File: src/rtl/modulo_pagamento_entrega.sv
// Payment/delivery responder: coin credit, product release, change and delivery timing.
// Optional inactivity auto-refund enabled by defining DEVOLUCAO_INATIVIDADE_EN.
module modulo_pagamento_entrega #(
  parameter int VAL_W         = 8,
  parameter int TEMPO_CICLOS  = 50,
  parameter int INATIV_CICLOS = 1000
) (
  input  logic             clk,
  input  logic             rst_n,
  input  logic [1:0]       estado,
  input  logic             moeda_valida,
  input  logic [VAL_W-1:0] moeda_valor,
  input  logic [VAL_W-1:0] preco,
  input  logic             cancelar,
  output logic             valor_correto,
  output logic             tempo,
  output logic             liberar_produto,
  output logic [VAL_W-1:0] credito,
  output logic [VAL_W-1:0] troco,
  output logic             troco_valido,
  output logic             moeda_rejeitada
);

  localparam int TMR_W = 16;
  localparam logic [TMR_W-1:0] TEMPO_MAX = TMR_W'(TEMPO_CICLOS - 1);

  localparam logic [1:0] EST_IDLE    = 2'd0;
  localparam logic [1:0] EST_PRODUTO = 2'd1;
  localparam logic [1:0] EST_ENTREGA = 2'd3;

  function automatic logic [VAL_W-1:0] sat_add(input logic [VAL_W-1:0] a,
                                               input logic [VAL_W-1:0] b);
    logic [VAL_W:0] s;
    s = {1'b0, a} + {1'b0, b};
    return s[VAL_W] ? {VAL_W{1'b1}} : s[VAL_W-1:0];
  endfunction

  function automatic logic add_ovf(input logic [VAL_W-1:0] a,
                                   input logic [VAL_W-1:0] b);
    logic [VAL_W:0] s;
    s = {1'b0, a} + {1'b0, b};
    return s[VAL_W];
  endfunction

  // Change never goes negative: an underpaid delivery pays out nothing.
  function automatic logic [VAL_W-1:0] sub_floor(input logic [VAL_W-1:0] a,
                                                 input logic [VAL_W-1:0] b);
    return (a >= b) ? (a - b) : '0;
  endfunction

  logic [1:0]       estado_ant;
  logic [TMR_W-1:0] timer;
  logic             entrada;
  logic             moeda_aceita;
  logic             cancel_ok;
  logic             devolver;
  logic             rejeita_nxt;
  logic             inativ_fim;
  logic [VAL_W-1:0] credito_moeda;
  logic [VAL_W-1:0] credito_nxt;

`ifdef DEVOLUCAO_INATIVIDADE_EN
  localparam int INA_W = $clog2(INATIV_CICLOS) + 1;
  localparam logic [INA_W-1:0] INATIV_MAX = INA_W'(INATIV_CICLOS - 1);

  logic [INA_W-1:0] inativ_cnt;
  logic             inativ_ativo;

  // Any customer action or leaving idle restarts the inactivity window.
  assign inativ_ativo = (estado == EST_IDLE) && (credito != '0) &&
                        !moeda_valida && !cancelar;
  assign inativ_fim   = inativ_ativo && (inativ_cnt == INATIV_MAX);

  always_ff @(posedge clk or negedge rst_n) begin
    if (!rst_n) begin
      inativ_cnt <= '0;
    end else if (inativ_ativo && !inativ_fim) begin
      inativ_cnt <= inativ_cnt + INA_W'(1);
    end else begin
      inativ_cnt <= '0;
    end
  end
`else
  assign inativ_fim = 1'b0;
`endif

  always_comb begin
    entrada       = (estado == EST_ENTREGA) && (estado_ant != EST_ENTREGA);
    moeda_aceita  = moeda_valida && (estado != EST_ENTREGA);
    cancel_ok     = cancelar && ((estado == EST_IDLE) || (estado == EST_PRODUTO));
    devolver      = cancel_ok || inativ_fim;
    credito_moeda = moeda_aceita ? sat_add(credito, moeda_valor) : credito;
    rejeita_nxt   = moeda_valida && (!moeda_aceita || add_ovf(credito, moeda_valor));
    credito_nxt   = credito_moeda;
    if (entrada || devolver) begin
      credito_nxt = '0;
    end
  end

  // Credit, change and coin handling register stage
  always_ff @(posedge clk or negedge rst_n) begin
    if (!rst_n) begin
      estado_ant      <= EST_IDLE;
      credito         <= '0;
      valor_correto   <= 1'b0;
      troco           <= '0;
      troco_valido    <= 1'b0;
      liberar_produto <= 1'b0;
      moeda_rejeitada <= 1'b0;
    end else begin
      estado_ant      <= estado;
      credito         <= credito_nxt;
      valor_correto   <= (credito_nxt >= preco);
      moeda_rejeitada <= rejeita_nxt;
      liberar_produto <= entrada;
      troco_valido    <= 1'b0;
      if (entrada) begin
        troco        <= sub_floor(credito, preco);
        troco_valido <= 1'b1;
      end else if (devolver && (credito_moeda != '0)) begin
        troco        <= credito_moeda;
        troco_valido <= 1'b1;
      end
    end
  end

  // Delivery timer stage: zero means idle, so tempo fires once per entry
  always_ff @(posedge clk or negedge rst_n) begin
    if (!rst_n) begin
      timer <= '0;
      tempo <= 1'b0;
    end else begin
      tempo <= 1'b0;
      if (entrada) begin
        timer <= TMR_W'(1);
      end else if ((estado == EST_ENTREGA) && (timer != '0)) begin
        if (timer == TEMPO_MAX) begin
          timer <= '0;
          tempo <= 1'b1;
        end else begin
          timer <= timer + TMR_W'(1);
        end
      end else begin
        timer <= '0;
      end
    end
  end

endmodule

File: config.mk
export PLATFORM = sky130hd
export DESIGN_NAME = modulo_pagamento_entrega
export DESIGN_NICKNAME = d
export VERILOG_FILES = /design/src/rtl/modulo_pagamento_entrega.sv
export SDC_FILE = /design/constraint.sdc
export NUM_CORES = 1
export LEC_CHECK = 0
export CORE_MARGIN = 8
export CORE_UTILIZATION = 50
export DETAILED_ROUTE_END_ITERATION = 8
export GPL_TIMING_DRIVEN = 0
export HOLD_SLACK_MARGIN = 0.02
export PLACE_DENSITY = 0.78
export SETUP_SLACK_MARGIN = 0.4
export SLEW_MARGIN = 0
export SYNTH_ARGS = -nofsm -noshare
export SYNTH_HDL_FRONTEND = slang
export SYNTH_SLANG_ARGS = --single-unit
File: constraint.sdc
create_clock -name clk -period 6.5 [get_ports clk]
set_input_delay 0.975 -clock clk [delete_from_list [all_inputs] [get_ports clk]]
set_output_delay 0.975 -clock clk [all_outputs]
set_load 0.005 [all_outputs]
== Word-level counts from Yosys, hierarchy flattened ==
Cells that the tools add are included.
Storage, ports and cells
  bits in registers: 39
  output and inout port bits: 21
  bits of input ports: 22
  logic and storage cells: 47
Cells by class
  muxes and demuxes: 14
  order comparisons: 2
  reduce and logical (&&, ||, !) cells: 14
  add/subtract/negate cells: 3
  equal/unequal tests: 5
Operators by type and width (number)
  2-to-1 mux 16 bit: 3
  2-to-1 mux 8 bit: 6
  adder 16 x 1 -> 16 bit (second input constant): 1
  == test 16 x 6 -> 1 bit (second input constant): 1
  greater-or-equal comparator 8 bit: 2
  nonzero test 16 bit: 1
  adder 8 x 8 -> 9 bit: 1
  nonzero test 8 bit: 1
  subtractor 8 bit: 1
  logical AND 1 bit: 6
  2-to-1 mux 1 bit: 5
  inequality test 2 bit (second input constant): 2
  logical OR 1 bit: 3
  == test 2 x 1 -> 1 bit (second input constant): 1
  == test 2 bit (second input constant): 1
  zero test 2 bit: 1
  nonzero test 2 bit: 1
  zero test 1 bit: 1

== Logic depth before layout (Yosys ltp) ==
Gate-level depths: netlist (run 1).
  depth after elaboration: 7
  gate-level depth with buffers: 15
  depth with buffers taken out: 15

== Least setup slack after synthesis (run 1) ==
No wires, ideal clock.
  path kind: input -> register
  start point: in moeda_valor[5]
  end point: reg valor_correto
  arrival: 3.296 ns
  slack: 3.079 ns
  library setup time: 0.126 ns
  stages: 15
  buffers on the path: 1
  cells stage by stage: ha_1 buf_2 nand4_1 a21o_2 nand2_1 o22ai_1 or2_2 ha_1 nand2b_1 a21o_1 a21o_1 a21oi_1 nor2b_1 o21ai_0 a21oi_1
On the way
  longest elaborated chain between the ends: 5
Ends and longest elaborated chain
  start: declaration: RTL line 12  | input logic [VAL_W-1:0] moeda_valor,
  adder 8 x 8 -> 9 bit: RTL line 34  | s = {1'b0, a} + {1'b0, b};
  2-to-1 mux 8 bit: RTL line 35  | return s[VAL_W] ? {VAL_W{1'b1}} : s[VAL_W-1:0];
  2-to-1 mux 8 bit: RTL line 92  | credito_moeda = moeda_aceita ? sat_add(credito, moeda_valor) : credito;
  2-to-1 mux 8 bit: RTL line 95  | if (entrada || devolver) begin
  greater-or-equal comparator 8 bit: RTL line 113  | valor_correto <= (credito_nxt >= preco);
  end signal: assignment: RTL line 113
  end: declaration: RTL line 15  | output logic valor_correto,
No other way between the ends.
A chain may end at the register's enable or synchronous reset.

== Worst setup path after layout (run 1) ==
  start point: in moeda_valor[0]
  end point: reg valor_correto
The elaborated chain is that of the path after synthesis.

==> results.md, run 1 <==
- 1st-iter DRT viols: 94
- CP max stage cell: clkdlybuf4s50_1
- Fill cells: 452
- Most frequent cells in the layout: 41 x clkdlybuf4s50_1, 39 x dfrtp_1, 32 x nor2_1
- Via-to-Cell Ratio: about 5.7
- Leakage: 1.49 nW
- Post-Syn Nets: 340
- Critical path class: in -> reg
- Die Area: 8070 um^2
- Period utilization: 0.628
- Core area: 5370 um^2
- DRC: 0
- CP top delay family: compound AO/OA/AOI/OAI gates
- Fin crit period: about 4100 ps
- Max FO, Critical Path: 5
- Ys Warns: 0
- Post-DRT Antenna Nets: 0
- Reg area: just under 1000 um^2
- Fin Clk Skew: approximately 2.2 ps
- Mapped Avg Cell Area: 9.43 um^2
- Routed length on met2: 3080 um
- Combined area of the multi-input logic cells: 1650 um^2
- Gr ovfl total: 0
- Crit path depth: 16
- Final max-slew violation count: 0
- Buffers plus inverters on the worst setup path: 1
- Die Y: 89.8 um
- Clock tree buffer depth: 2
- Slew HR: 0.435
- Detailed-route via count: 2334
- Hold path depth: 1
- Routability cong.: between 0.9 and 1
- Final WL: between 6000 and 7000 um
- Row count: 27
- CP peak stage delay: 490 ps
- Crit. End Element: flip-flop
- Setup-failing EPs final: 0
- WP data arrival: 4260 ps
- Number of enable flip-flop cells after synthesis: 0
- CTS tree: yes
- Most common cell after layout, fill and taps aside: clkdlybuf4s50_1
- Clock sinks: 39
- Sw Pwr: 0.283 mW
- Fmax: 245 MHz
- Met3 wire len: around 280 um
- Clock root buffer master: clkbuf_8
- Port bufs: 42
- R2r worst-path depth: 15
- Routed len/inst: 15.6 um
- Worst Setup Slack, final: 2420 ps
- Pin count of the biggest net entering global routing: 40
- Worst-path clk slew: 80 ps
- Final #Nets: 389
- Clk pwr share: 0.206
- Mapped Cells: between 200 and 300
- Post_cts resized: 0
- Initial Util: 0.507
- Yosys reg bits: 39
- Comb pwr share: 0.415
- H-tree levels: 2
- Status: completed
- Via count of the first global-routing pass: between 2000 and 2500
- Share of layout cells above drive strength 1: 0.0826
- Sequential-to-total area share from yosys stat: 0.358
- Post-DP HPWL: 5030 um
- Switching Share: 0.358
- Final Hold Vio Count: 0
- Initial antenna violation count: 0
- I/O pins: between 40 and 50
- PwrDens: 239 nW/um^2
- N_diodes: 0
- Max layer used: met4
- Type of origin of the critical path: input port
- P_int: 0.508 mW
- RSZ-0062 raised after global routing: false
- DR pass1 iterations: 4
- Synth cell types: 51
- First-pass GRT wire length: roughly 11000 um
- Number of buffers created by CTS: 5
- Final Util: 0.617
- Fin Setup TNS: 0 ps
- Met1 Routed Length: approximately 3000 um
- Setup WS pre-CTS: 2150 ps
- Max-Cap Viols: 0
- Maximum vdd drop: ~170 uV
- Critical path cell sequence: clkdlybuf4s50_1 -> ha_1 -> fa_1 -> nand3_2 -> a21o_2 -> nand2_1 -> o22ai_1 -> or2_2 -> ha_1 -> nand2b_1 -> a21o_1 -> a21o_1 -> a21oi_1 -> nor2b_1 -> o21ai_0 -> a21oi_1
- Clk_lat worst skew: between 200 and 300 ps
- Cts hold-fix bufs: 0
- Flop pwr share: 0.379
- Main synth FF type: dfrtp_1
- Postcts setup bufs: 0
- Post-Syn Area: about 2700 um^2
- Die Wd: 89.8 um
- CP Data Required Time: approximately 6700 ps
- FFs w/ async S/R, synth: 1.00
- Worst-Margin Slew: between 800 and 900 ps
- Gr usage total: 0.160
- Layout area overhead: 21.7%
- Worst hold-check path type: reg -> reg
synth_stat cells, types with 3 or more instances:
cell type   n  area (um^2)
a211o_1     3         26.3
a211oi_1    5         37.5
a21o_1     11         82.6
a21oi_1    15         75.1
and3_1      3         18.8
clkbuf_1    5         18.8
dfrtp_1    39          976
ha_1       27          338
inv_1      20         75.1
nand2_1    19         71.3
nand2b_1    3         18.8
nand3_1    14         70.1
nand4_1     4         25.0
nor2_1     32          120
nor3_1      3         15.0
nor4_1      4         25.0
o21ai_0    11         55.1
o221ai_1    6         52.6
or2_2       4         25.0
xnor2_1     8         70.1
xor2_1     13          114
stage by stage:
step                      total power [mW]  hold WS, ps  std cells  instance area (um^2)
final                                0.791          509        411                  3310
after CTS                            0.797          514        411                  3310
after detailed placement             0.630          493        403                  3230
after global routing                 0.840          528        411                  3310
after floorplan                      0.505          495        289                  2720
after global placement               0.624          488        403                  3230
area by class of cell:
type / count / area share
buffer: 6 / 0.00717
clock buffer: 6 / 0.0219
clock inverter: 2 / 0.00378
timing repair buffer: 42 / 0.125
tap: 72 / 0.0272
inverter: 20 / 0.0227
multi-input combinational: 224 / 0.498
sequential: 39 / 0.294
worst reg2reg max path, stage by stage (launching register included):
cell and delay, ps:
dfrtp_1 460, ha_1 300, buf_2 190, nand4_1 150, a21o_2 220, nand2_1 180
o22ai_1 160, or2_2 320, ha_1 260, nand2b_1 150, a21o_1 180, a21o_1 180
a21oi_1 160, nor2b_1 60, o21ai_0 200, a21oi_1 90
flip-flops by register name, indices dropped and copies added (netlist names):
signal and flops:
timer 16, credito 8, liberar_produto 1, estado_ant 2, valor_correto 1, troco 8, troco_valido 1, tempo 1
moeda_rejeitada 1
routing by layer:
layer / vias to the layer above / GRT usage
met5: - / 0
met1: 1129 / 0.197
met3: 7 / 0.0341
met2: 59 / 0.267
met4: 0 / 0.0550
li1: 1139 / -
cells by family after synthesis:
kind of cell | share of synthesized area
AOI/OAI and AO/OA | 0.230
and+or+nand+nor | 0.169
buffers and inverters | 0.0363
DFF | 0.358
xor gates and xnor gates | 0.0675
adders and majority gates | 0.139
worst paths after layout:
| path | start | end | slack, ps |
|---|---|---|---|
| max | moeda_valor[0] | valor_correto | 2420 |
| min | troco[7] | troco[7] | 510 |
| max reg2reg | credito[5] | valor_correto | 3140 |
| min reg2reg | troco[7] | troco[7] | 510 |
| max in group asynchronous | rst_n | credito[3] | 5180 |
| min in group asynchronous | rst_n | timer[5] | 780 |
power groups by stage:
stage	Sequential [mW]	Combinational, mW	Clock (mW)
2_1_floorplan	0.300	0.205	0
4_1_cts	0.300	0.329	0.167
3_3_place_gp	0.305	0.320	0
6_report	0.300	0.328	0.163
3_5_place_dp	0.305	0.326	0
5_1_grt	0.304	0.362	0.175
Power figures use the tool's default switching activity.
==> inputs of run 2 (changes only) <==
==> constraint.sdc (replaced) <==
create_clock -name clk -period 3.9 [get_ports clk]
set_input_delay 0.585 -clock clk [delete_from_list [all_inputs] [get_ports clk]]
set_output_delay 0.585 -clock clk [all_outputs]
set_load 0.005 [all_outputs]
==> run 2 against run 1 <==
Setup slack lost 2000 ps. Flip-flop and latch count is the same. Power grew 68%. Clock power grew 66%. Die area is the same. Final cell count grew 0.49%. Non-clock buffer count grew 2. Hold slack lost 120 ps. Utilization grew 0.58 points. Sequential share of layout area shrank 0.28 points. Via count grew 0.86%. Global-route usage is essentially flat.
==> results.md, run 2 (synthesis gave the netlist of run 1 again) <==
- Status: completed
- Final max-slew violation count: 0 (unchanged)
- N_diodes: 0 (unchanged)
- Detailed-route via count: 2354 (+0.86%)
- P_int: 0.853 mW (+68%)
- Worst hold-check path type: in -> async
- Core area: 5370 um^2 (unchanged)
- Routability cong.: 0.936 (unchanged)
- Clock sinks: 39 (unchanged)
- Final Hold Slack: 393 ps (-116 ps)
- Maximum vdd drop: 289 uV (+67%)
- Clk pwr share: 0.204 (-0.002)
- Final Util: 0.623 (+0.00582)
- Clock root buffer master: clkbuf_8
- RSZ-0062 raised after global routing: false
- First-pass GRT wire length: 11000 um (about the same)
- Max FO, Critical Path: 5 (unchanged)
- Fin crit period: approximately 3400 ps
- Pin count of the biggest net entering global routing: 40 (unchanged)
- Worst-path clk slew: 80 ps (about the same)
- Met1 usage: 0.198 (+0.000406)
- Switching Share: 0.358 (+0.000493)
- Most frequent cells in the layout: 41 x clkdlybuf4s50_1, 39 x dfrtp_1, 32 x nor2_1
- Regs by FF count: timer: 16 flops, credito: 8 flops, troco: 8 flops
- PwrDens: 397 nW/um^2 (+66%)
- Via-to-Cell Ratio: 5.70 (+0.37%)
- Initial Util: 0.507 (unchanged)
- Clock tree buffer depth: 2 (unchanged)
- Final #Nets: 391 (+0.51%)
- Port bufs: 42 (unchanged)
- Met2 Resource Use GR: 0.266 (-0.00184)
- Die Y: 89.8 um (unchanged)
- Die Area: 8070 um^2 (unchanged)
- Most common cell after layout, fill and taps aside: clkdlybuf4s50_1
- Share of layout cells above drive strength 1: 0.0997 (+0.0171)
- Routed len/inst: 15.6 um (about the same)
- Number of buffers created by CTS: 5 (unchanged)
- Routing usage on met3: 0.0349 (+0.000831)
- Biggest register: timer
- Worst-Margin Slew: 849 ps (+1.47 ps)
- Gr usage total: 0.160 (about the same)
- Crit. End Element: flip-flop
- Critical path class: in -> reg
- Fin Clk Skew: 1.87 ps (-0.301 ps)
- Via count of the first global-routing pass: 2422 (-0.12%)
- Layout area overhead: 22.8%
- DRC: 0 (unchanged)
- DR pass1 iterations: 4 (unchanged)
- CTS tree: yes
- Gr ovfl total: 0 (unchanged)
- Final WL: 6450 um (+0.44%)
- Initial antenna violation count: 0 (unchanged)
- Die Wd: 89.8 um (unchanged)
- Slew HR: 0.434 (-0.000983)
- Period utilization: 0.884
- Type of origin of the critical path: input port
- Setup-failing EPs final: 0 (unchanged)
- 1st-iter DRT viols: 92 (-2.1%)
- Max FFs per register: 16 (unchanged)
- Row count: 27 (unchanged)
- Post-DRT Antenna Nets: 0 (unchanged)
- Flop pwr share: 0.377 (-0.002)
- Sw Pwr: 0.476 mW (+68%)
- Leakage: 1.50 nW (+0.82%)
- Clk_lat worst skew: 290 ps (about the same)
- I/O pins: 43 (unchanged)
- Fmax: around 290 MHz
- Final Hold Vio Count: 0 (unchanged)
- H-tree levels: 2 (unchanged)
- WP data arrival: 3630 ps (-630 ps)
- CP Data Required Time: 4080 ps (-2600 ps)
- Fill cells: 449 (-0.66%)
- Most Crowded Layer GR: met2
- Max-Cap Viols: 0 (unchanged)
- Comb pwr share: 0.419 (+0.004)
- Post-DP HPWL: 5030 um (unchanged)
## run 2: cell types whose count changed in the layout (fill, tap and decap cells not counted), sizes merged
cell,change
buf,+2
## run 2: routing by layer
metal / routed length [um] / share of wire
met5: 0 / 0
met4: 89 / 0.014
met3: 329 / 0.051
met2: 3050 / 0.47
met1: 2990 / 0.46
## run 2: layout make-up
class / count / area, um^2 / share of cell area
plain buffers: 6 / 25.0 / 0.00748
well taps: 72 / 90.1 / 0.0269
clock buffers: 6 / 72.6 / 0.0217
flip-flops and latches: 39 / 976 / 0.292
multi-input cells: 224 / 1660 / 0.497
inverters: 20 / 75.1 / 0.0224
clock inverters: 2 / 12.5 / 0.00374
repair buffers: 44 / 430 / 0.129
## run 2: timing repair
item	in CTS	in global routing
hold buffers	0	0
endpoints found under the setup margin	1	1
buffers inserted	0	2
gates resized for setup	4	4
pin swaps	0	1
## run 2: per-stage QoR
step                      cells  power [mW]  setup slack (ps)  setup TNS, ps  cell area, um^2
after floorplan             289       0.842               869              0             2720
after global placement      403        1.04              61.8              0             3230
after detailed placement    403        1.05             -63.9          -63.9             3230
after CTS                   411        1.33               421              0             3320
after global routing        413        1.41               397              0             3350
final                       413        1.33               453              0             3350
## run 2: path summary, 6_finish.rpt
path,start,end,slack [ps],cells after the start
hold / removal,rst_n,timer[5],390,1
min in group clk,troco[7],troco[7],510,1
setup reg to reg,credito[7],valor_correto,720,14
max in group asynchronous,rst_n,credito[2],2970,1
setup / recovery,moeda_valor[0],valor_correto,450,16
hold reg to reg,troco[7],troco[7],510,1
## run 2: worst max-delay path: stages
cell	delay [ps]
clkdlybuf4s50_1	440
ha_2	230
fa_2	420
nand3_2	120
a21o_2	160
nand2_4	70
o22ai_1	250
or2_4	180
ha_1	210
nand2b_1	150
a21o_1	180
a21o_1	170
a21oi_1	150
nor2b_1	60
o21ai_1	160
a21oi_1	80
## run 2: power groups by stage
stage	clock (mW)	combinational (mW)	sequential, mW
6_report	0.271	0.557	0.501
4_1_cts	0.279	0.551	0.501
5_1_grt	0.291	0.612	0.507
3_5_place_dp	0	0.543	0.508
2_1_floorplan	0	0.342	0.501
3_3_place_gp	0	0.533	0.508
